## src/rtl/mem_port_arbiter.sv

```systemverilog
// mem_port_arbiter: shares one single-port memory between instruction fetch and data access.
// Latency: grant at edge k, mem_req from cycle k+1, ack the cycle after mem_ready; one IDLE cycle between transfers.
// Backpressure: one transfer outstanding; the waiting requester is held off via stall_if/stall_mem until its ack.
//
// Ports:
//   clk, reset                      clock, asynchronous active-low reset
//   if_req/if_addr/if_flush         fetch request, PC, taken-branch discard
//   if_rdata/if_ack                 fetched word, one-cycle completion pulse
//   dm_req/dm_we/dm_addr/dm_wdata/dm_funct3   data access request and payload
//   dm_rdata/dm_ack                 load data, one-cycle completion pulse
//   mem_req/mem_we/mem_addr/mem_wdata/mem_funct3   registered request to shared memory
//   mem_rdata/mem_ready             memory read data, transfer-complete strobe
//   stall_if/stall_mem              stall requests to hazard logic
//   busy                            a transfer is outstanding
module mem_port_arbiter #(
   parameter int DW         = 32,
   parameter int MAX_DM_RUN = 4
) (
   input  logic          clk,
   input  logic          reset,
   input  logic          if_req,
   input  logic [DW-1:0] if_addr,
   input  logic          if_flush,
   output logic [DW-1:0] if_rdata,
   output logic          if_ack,
   input  logic          dm_req,
   input  logic          dm_we,
   input  logic [DW-1:0] dm_addr,
   input  logic [DW-1:0] dm_wdata,
   input  logic [2:0]    dm_funct3,
   output logic [DW-1:0] dm_rdata,
   output logic          dm_ack,
   output logic          mem_req,
   output logic          mem_we,
   output logic [DW-1:0] mem_addr,
   output logic [DW-1:0] mem_wdata,
   output logic [2:0]    mem_funct3,
   input  logic [DW-1:0] mem_rdata,
   input  logic          mem_ready,
   output logic          stall_if,
   output logic          stall_mem,
   output logic          busy
);

   typedef enum logic [1:0] {
      IDLE    = 2'd0,
      IF_WAIT = 2'd1,
      DM_WAIT = 2'd2
   } state_t;

   localparam logic [2:0] RUN_MAX = 3'(MAX_DM_RUN);

   state_t     state;
   logic [2:0] dm_run;    // data grants in a row while fetch has been requesting
   logic       drop;      // current fetch was flushed; complete it silently

   logic dm_elig;
   logic if_elig;
   logic grant_if;
   logic grant_dm;

   // A requester whose ack is showing this cycle has just been served, so its
   // req is for the next access and may not yet carry a settled payload.
   always_comb begin
      dm_elig  = dm_req & ~dm_ack;
      if_elig  = if_req & ~if_ack & ~if_flush;
      grant_if = (state == IDLE) & if_elig & (~dm_elig | (dm_run == RUN_MAX));
      grant_dm = (state == IDLE) & dm_elig & ~grant_if;
   end

   assign stall_if  = if_req & ~if_ack;
   assign stall_mem = dm_req & ~dm_ack;
   assign busy      = (state != IDLE);

   always_ff @(posedge clk or negedge reset) begin
      if (!reset) begin
         state      <= IDLE;
         mem_req    <= 1'b0;
         mem_we     <= 1'b0;
         mem_addr   <= '0;
         mem_wdata  <= '0;
         mem_funct3 <= 3'b000;
         if_ack     <= 1'b0;
         dm_ack     <= 1'b0;
         if_rdata   <= '0;
         dm_rdata   <= '0;
         dm_run     <= 3'd0;
         drop       <= 1'b0;
      end else begin
         if_ack <= 1'b0;
         dm_ack <= 1'b0;

         // Fairness counter only matters while fetch is actually waiting.
         if (!if_req || grant_if) begin
            dm_run <= 3'd0;
         end else if (grant_dm && (dm_run < RUN_MAX)) begin
            dm_run <= dm_run + 3'd1;
         end

         case (state)
            IDLE: begin
               drop <= 1'b0;
               if (grant_if) begin
                  state      <= IF_WAIT;
                  mem_req    <= 1'b1;
                  mem_we     <= 1'b0;
                  mem_addr   <= if_addr;
                  mem_wdata  <= '0;
                  mem_funct3 <= 3'b010;
               end else if (grant_dm) begin
                  state      <= DM_WAIT;
                  mem_req    <= 1'b1;
                  mem_we     <= dm_we;
                  mem_addr   <= dm_addr;
                  mem_wdata  <= dm_wdata;
                  mem_funct3 <= dm_funct3;
               end
            end
            IF_WAIT: begin
               if (mem_ready) begin
                  state   <= IDLE;
                  mem_req <= 1'b0;
                  drop    <= 1'b0;
                  // A flush landing on the completing cycle also discards the word.
                  if (!(drop || if_flush)) begin
                     if_ack   <= 1'b1;
                     if_rdata <= mem_rdata;
                  end
               end else if (if_flush) begin
                  drop <= 1'b1;
               end
            end
            DM_WAIT: begin
               if (mem_ready) begin
                  state    <= IDLE;
                  mem_req  <= 1'b0;
                  dm_ack   <= 1'b1;
                  dm_rdata <= mem_rdata;
               end
            end
            default: begin
               state   <= IDLE;
               mem_req <= 1'b0;
            end
         endcase
      end
   end

endmodule

```

## config.mk

```make
export PLATFORM = sky130hd
export DESIGN_NAME = mem_port_arbiter
export DESIGN_NICKNAME = d
export VERILOG_FILES = /design/src/rtl/mem_port_arbiter.sv
export SDC_FILE = /design/constraint.sdc
export NUM_CORES = 1
export LEC_CHECK = 0
export ABC_AREA = 1
export ABC_CLOCK_PERIOD_IN_PS = 2200
export CORE_MARGIN = 5
export CORE_UTILIZATION = 42
export DETAILED_ROUTE_END_ITERATION = 6
export PLACE_DENSITY = 0.78
export SETUP_SLACK_MARGIN = 0.05
export SYNTH_ARGS = -nofsm -noshare
export SYNTH_HDL_FRONTEND = slang
export SYNTH_SLANG_ARGS = --single-unit
```

## constraint.sdc

```tcl
create_clock -name clk -period 2.2 [get_ports clk]
set_clock_uncertainty 0.1 [all_clocks]
set_input_delay 0.44 -clock clk [delete_from_list [all_inputs] [get_ports clk]]
set_output_delay 0.44 -clock clk [all_outputs]
set_load 0.005 [all_outputs]
```

## Word level (Yosys, flattened, before mapping)

Index checks and enable logic that the tools add are counted.
W data, S select, Z words.

- Register bits: 141
- Word-level logic and storage cells: 75
- Input port bits: 138

- Reduce and logical (&&, ||, !) cells: 15
- Equality and inequality tests: 6
- Order comparisons: 1
- Bitwise gates (word level): 14
- Muxes and demuxes: 26
- Add/sub/neg operators: 1

Operator list:

| operator | number |
|---|---|
| $mux W32 | 4 |
| $mux W1 | 12 |
| $mux W3 | 4 |
| $reduce_and A2 Y1 | 4 |
| $reduce_bool A2 Y1 | 4 |
| $and A1 B1 Y1 | 7 |
| $mux W2 | 3 |
| $ne A3 B3 Y1 const B | 2 |
| $not A1 Y1 | 6 |
| $pmux W1 S2 | 2 |
| $pmux W2 S2 | 1 |
| $add A3 B1 Y3 const B | 1 |
| $eq A3 B3 Y1 const B | 1 |
| $lt A3 B3 Y1 const B | 1 |
| $reduce_and A3 Y1 | 1 |
| $eq A2 B1 Y1 const B | 1 |
| $eq A2 B2 Y1 const B | 1 |
| $logic_not A2 Y1 | 1 |
| $logic_or A1 B1 Y1 | 2 |
| $ne A2 B1 Y1 const B | 1 |
| $reduce_or A2 Y1 | 1 |
| $logic_and A1 B1 Y1 | 1 |
| $logic_not A1 Y1 | 1 |
| $or A1 B1 Y1 | 1 |

## Logic depth before layout (Yosys ltp)

- Word-level depth: 10
- Depth in mapped cells: 11

## Worst setup path after synthesis

Ideal clock, no wire load.

- Path type: flip-flop to flip-flop
- Start point: reg state[0]
- End point: reg mem_addr[10]
- Library setup time: 117 ps
- Data required time: 1983 ps
- Cell stages (with the launch flop): 12
- Arrival time: 1464 ps
- Period minus slack after synthesis: 1682 ps
- Buffers on the path: 2
- Setup slack: 518 ps
- Cells stage by stage: dfrtp_1 > inv_1 > ha_1 > nand2_1 > nor2_4 > nand2_4 > nand2_4 > inv_2 > buf_6 > buf_6 > nand2_1 > nand2_1

- Cells in the longest elaborated chain, start to end: 7
- Elaborated cells between the ends (all ways): 9

RTL lines:

| what | RTL line | source |
|---|---|---|
| start: declaration | 53 | `state_t state;` |
| start signal: assignment | 77 | `state <= IDLE;` |
| start signal: assignment | 104 | `state <= IF_WAIT;` |
| start signal: assignment | 111 | `state <= DM_WAIT;` |
| $logic_not A2 Y1 (*) | 67, 68, 100 |  |
| $and A1 B1 Y1 (2 in series) | 67 | `grant_if = (state == IDLE) & if_elig & (~dm_elig \| (dm_run == RUN_MAX));` |
| $not A1 Y1 | 68 | `grant_dm = (state == IDLE) & dm_elig & ~grant_if;` |
| $and A1 B1 Y1 | 68 |  |
| $reduce_bool A2 Y1 (no line) | n/a |  |
| $reduce_and A2 Y1 (no line) | n/a |  |
| end signal: assignment | 107 | `mem_addr <= if_addr;` |
| end signal: assignment | 114 | `mem_addr <= dm_addr;` |
| end: declaration | 35 | `output logic [DW-1:0] mem_addr,` |

Every way passes the cells marked *; elsewhere a longest branch is shown, timed or not.
A chain may end at the register's enable or synchronous reset.

## Worst setup path after layout

- Start point: reg dm_ack
- End point: out stall_mem

- Cells in the longest elaborated chain, start to end: 2

RTL lines:

| what | RTL line | source |
|---|---|---|
| start: declaration | 32 | `output logic dm_ack,` |
| start signal: assignment | 84 | `dm_ack <= 1'b0;` |
| start signal: assignment | 91 | `dm_ack <= 1'b0;` |
| start signal: assignment | 137 | `dm_ack <= 1'b1;` |
| $not A1 Y1 | 72 | `assign stall_mem = dm_req & ~dm_ack;` |
| $and A1 B1 Y1 | 72 |  |
| end: declaration | 41 | `output logic stall_mem,` |

Every way passes these cells.

==> run_results.csv <==
group,metric,value,unit
floorplan,initial_core_util,43.1,%
power,vdd_drop_max,0.000757,V
synthesis,synth_top_area_share,58.7,%
floorplan,die_h,130,um
placement,dp_slack,0.0300,ns
synthesis,synth_edf_count,0,
timing,final.period_utilization,94.0,%
routing,first_pass_iters,4,
synthesis,synth-seq-cells,141,
routing,wl_per_cell,15.7,um
floorplan,coreArea,13900,um^2
worst_setup_path,crit_path_end_kind,"primary output",
finish,nNetsFinal,1119,
synthesis,syn_area,6010,um^2
clock_tree,root_buffer,"clkbuf_16",
synthesis,synth.most_common_cell,"nand2_1",
finish,seq_area,3530,um^2
global_route,grt_overflow,0,
synthesis,synth_compound_area_share,5.87,%
worst_hold_path,whs_path_depth,2,
clock_tree,cts_max_path_buffers,2,
finish,multi_input_area,2010,um^2
synthesis,yosysWarnings,0,
global_route,grt_usage,21.7,%
routing,drc_errors,0,
timing,hold_viol_final,0,
synthesis,synthMuxAreaShare,0,%
timing,finalCriticalPeriod,2.07,ns
timing,finalMaxSlewViolations,0,
routing,vias,5482,
worst_hold_path,min_from,"mem_funct3[1]",
clock_tree,clk_latency,0.41,ns
timing,worst_pin_slew,0.407,ns
outcome,status,"finished clean",
timing,max_freq,483,MHz
timing,relSlewSlack,72.9,%
floorplan,io_pins,276,
floorplan,placementRows,43,
synthesis,synth_xor_area_share,0.291,%
timing,whs,0.376,ns
clock_tree,numCtsBuffers,17,
finish,n_antenna_cell,0,
global_route,grt_max_degree,66,
finish,area_growth,62.4,%
timing,setup_total_negative_slack,0,ns
floorplan,die_area,16800,um^2
synthesis,synth_area_leaders,"dfrtp_1 59%, nand2_1 18%, o21ai_0 5.5%, inv_1 5.0%, nand3b_1 4.0%",
synthesis,ys_types,21,
power,power.total,12700,uW
worst_hold_path,worstHoldEndpoint,"mem_funct3[1]",
worst_setup_path,worstPathRequired,1.66,ns
clock_tree,htree_levels,4,
placement,gp_congestion,0.847,
synthesis,synth_common_cells,"288 x nand2_1, 141 x dfrtp_1, 80 x inv_1, 66 x o21ai_0, 34 x nand3_1",
clock_tree,clkSlewWorstSetupHoldPaths,0.06,ns
synthesis,synth_nets,842,
timing,rsz0062_at_grt,"yes",
routing,drt-vias-per-instance,4.69,
finish,nFillCells,1076,
global_route,antenna_found_initial,0,
worst_setup_path,startpoint_type,"register",
synthesis,synth_top_family_by_area,"simple AND/OR/NAND/NOR gates",
timing,setup_slack,0.131,ns
synthesis,async_flop_share,100,%
worst_hold_path,hp-class,"register to register",
worst_setup_path,path_max_fanout,3,
worst_setup_path,crit_type,"register to primary output",
power,power_leakage,0.00486,uW
job,maxCapViolCount,0,
clock_tree,tritoncts,"yes",
routing,routed_wirelength,18400,um
global_route,grt_pass1_vias,5441,
routing,drtIter0Drc,378,
power,p_per_area,1300,nW/um^2
worst_setup_path,r2r_start,"state[0]",
worst_setup_path,rr_worst_depth,10,
synthesis,synthCells,699,
worst_setup_path,critical_path.startpoint,"dm_ack",
synthesis,synth-simple-area-share,26.1,%
worst_setup_path,r2r-end,"mem_wdata[17]",
worst_setup_path,arrival,1.53,ns
finish,drive_above_1_share,6.07,%
routing,ant_nets,0,
placement,post-dp-hpwl,13200,um
worst_setup_path,ff2ff_setup_slack,0.35,ns
synthesis,synth_fa_ha_area_share,1.04,%
clock_tree,numClockSinks,141,
global_route,grt_pass1_wl,28400,um
synthesis,avgSynthCellArea,8.60,um^2
timing,finalSetupViolCount,0,
synthesis,ys.flop_type,"dfrtp_1",
synthesis,yosysTopAreaCell,"dfrtp_1",
placement,io_buffers,275,
floorplan,fp.dieW,130,um
synthesis,yosysSeqAreaShare,58.7,%
timing repair:
item                       in CTS  in global routing
gates resized for setup         3                  2
pin swaps                       0                  0
buffers inserted                2                  0
hold endpoints to repair       37                  0
hold buffers                    1                  0
setup endpoints to repair       2                  2
where the power goes:
part	leakage [uW]	total, uW	internal, uW	switching (uW)
sequential	0.00178	4370	3740	630
combinational	0.00275	4980	2850	2130
clock	0.000336	3340	2280	1060
how the worst max path moves through the flow:
stage,endpoint,slack [ns],cells past startpoint
2_1_floorplan,mem_addr[10],0.52,11
3_3_place_gp,stall_if,0.07,4
3_5_place_dp,stall_if,0.03,4
4_1_cts,stall_if,0.06,4
5_1_grt,stall_mem,0.04,4
6_report,stall_mem,0.13,4
kinds of logic (layout without fill, tap and decap cells):
| group | after synthesis | in the layout |
|---|---|---|
| XOR/XNOR | 2 | 2 |
| adder cells (fa/ha/maj) | 5 | 5 |
| flip-flops | 141 | 141 |
| AND/OR/NAND/NOR | 364 | 364 |
| AO/OA/AOI/OAI | 70 | 70 |
| buffers and inverters | 117 | 407 |
layout by cell type, fill, tap and decap left out:
cell             instances
a21oi_1                  3
buf_12                   7
buf_4                   11
buf_6                    1
bufinv_16                6
clkbuf_1                 1
clkbuf_16               17
clkbuf_8                 5
clkdlybuf4s50_1        271
clkinv_4                 1
clkinvlp_4               2
dfrtp_1                141
dlygate4sd2_1            1
dlygate4sd3_1            1
dlymetal6s2s_1           2
ha_1                     4
ha_2                     1
inv_1                   80
inv_2                    1
nand2_1                285
nand2_2                  3
nand2_4                  2
nand3_1                 34
nand3_2                  1
nand3b_1                32
nand4_1                  1
nor2_1                   4
nor2_4                   2
o211ai_1                 1
o21ai_0                 66
xor2_1                   2
critical path, stage by stage, from the launching register on:
cell and delay (ns):
dfrtp_1 0.37, inv_1 0.12, nand2_1 0.09, inv_1 0.05, clkdlybuf4s50_1 0.49
through the flow:
stage | util [%] | instance area (um^2) | instances
finish | 70.0 | 9760 | 1169
floorplan | - | 6010 | 699
detailed placement | 64.8 | 9020 | 1134
global placement | 64.8 | 9020 | 1134
CTS | 70.0 | 9760 | 1169
global route | 70.0 | 9760 | 1169
cell type report:
class                      instances  share of cell area (%)
clock buffer                      23                    5.10
clock inverter                     9                    2.09
inverter                          81                    3.11
multi-input combinational        441                    20.6
sequential                       141                    36.1
tap                              180                    2.31
timing repair buffer             294                    30.6
metal layers:
metal / up-vias / wire, um / GRT usage (%)
li1: 2705 / - / -
met1: 2513 / 7210 / 25.7
met5: - / 0 / 0
met4: 0 / 346 / 7.64
met3: 26 / 2180 / 9.69
met2: 238 / 8620 / 35.3
registers in the layout, summed over array words and instances, names as in the netlist:
name        count
dm_rdata       32
if_rdata       32
mem_addr       32
mem_wdata      32
dm_run          3
mem_funct3      3
state           2
dm_ack          1
drop            1
if_ack          1
mem_req         1
mem_we          1
Note: power is estimated with default switching activity, not from simulation.
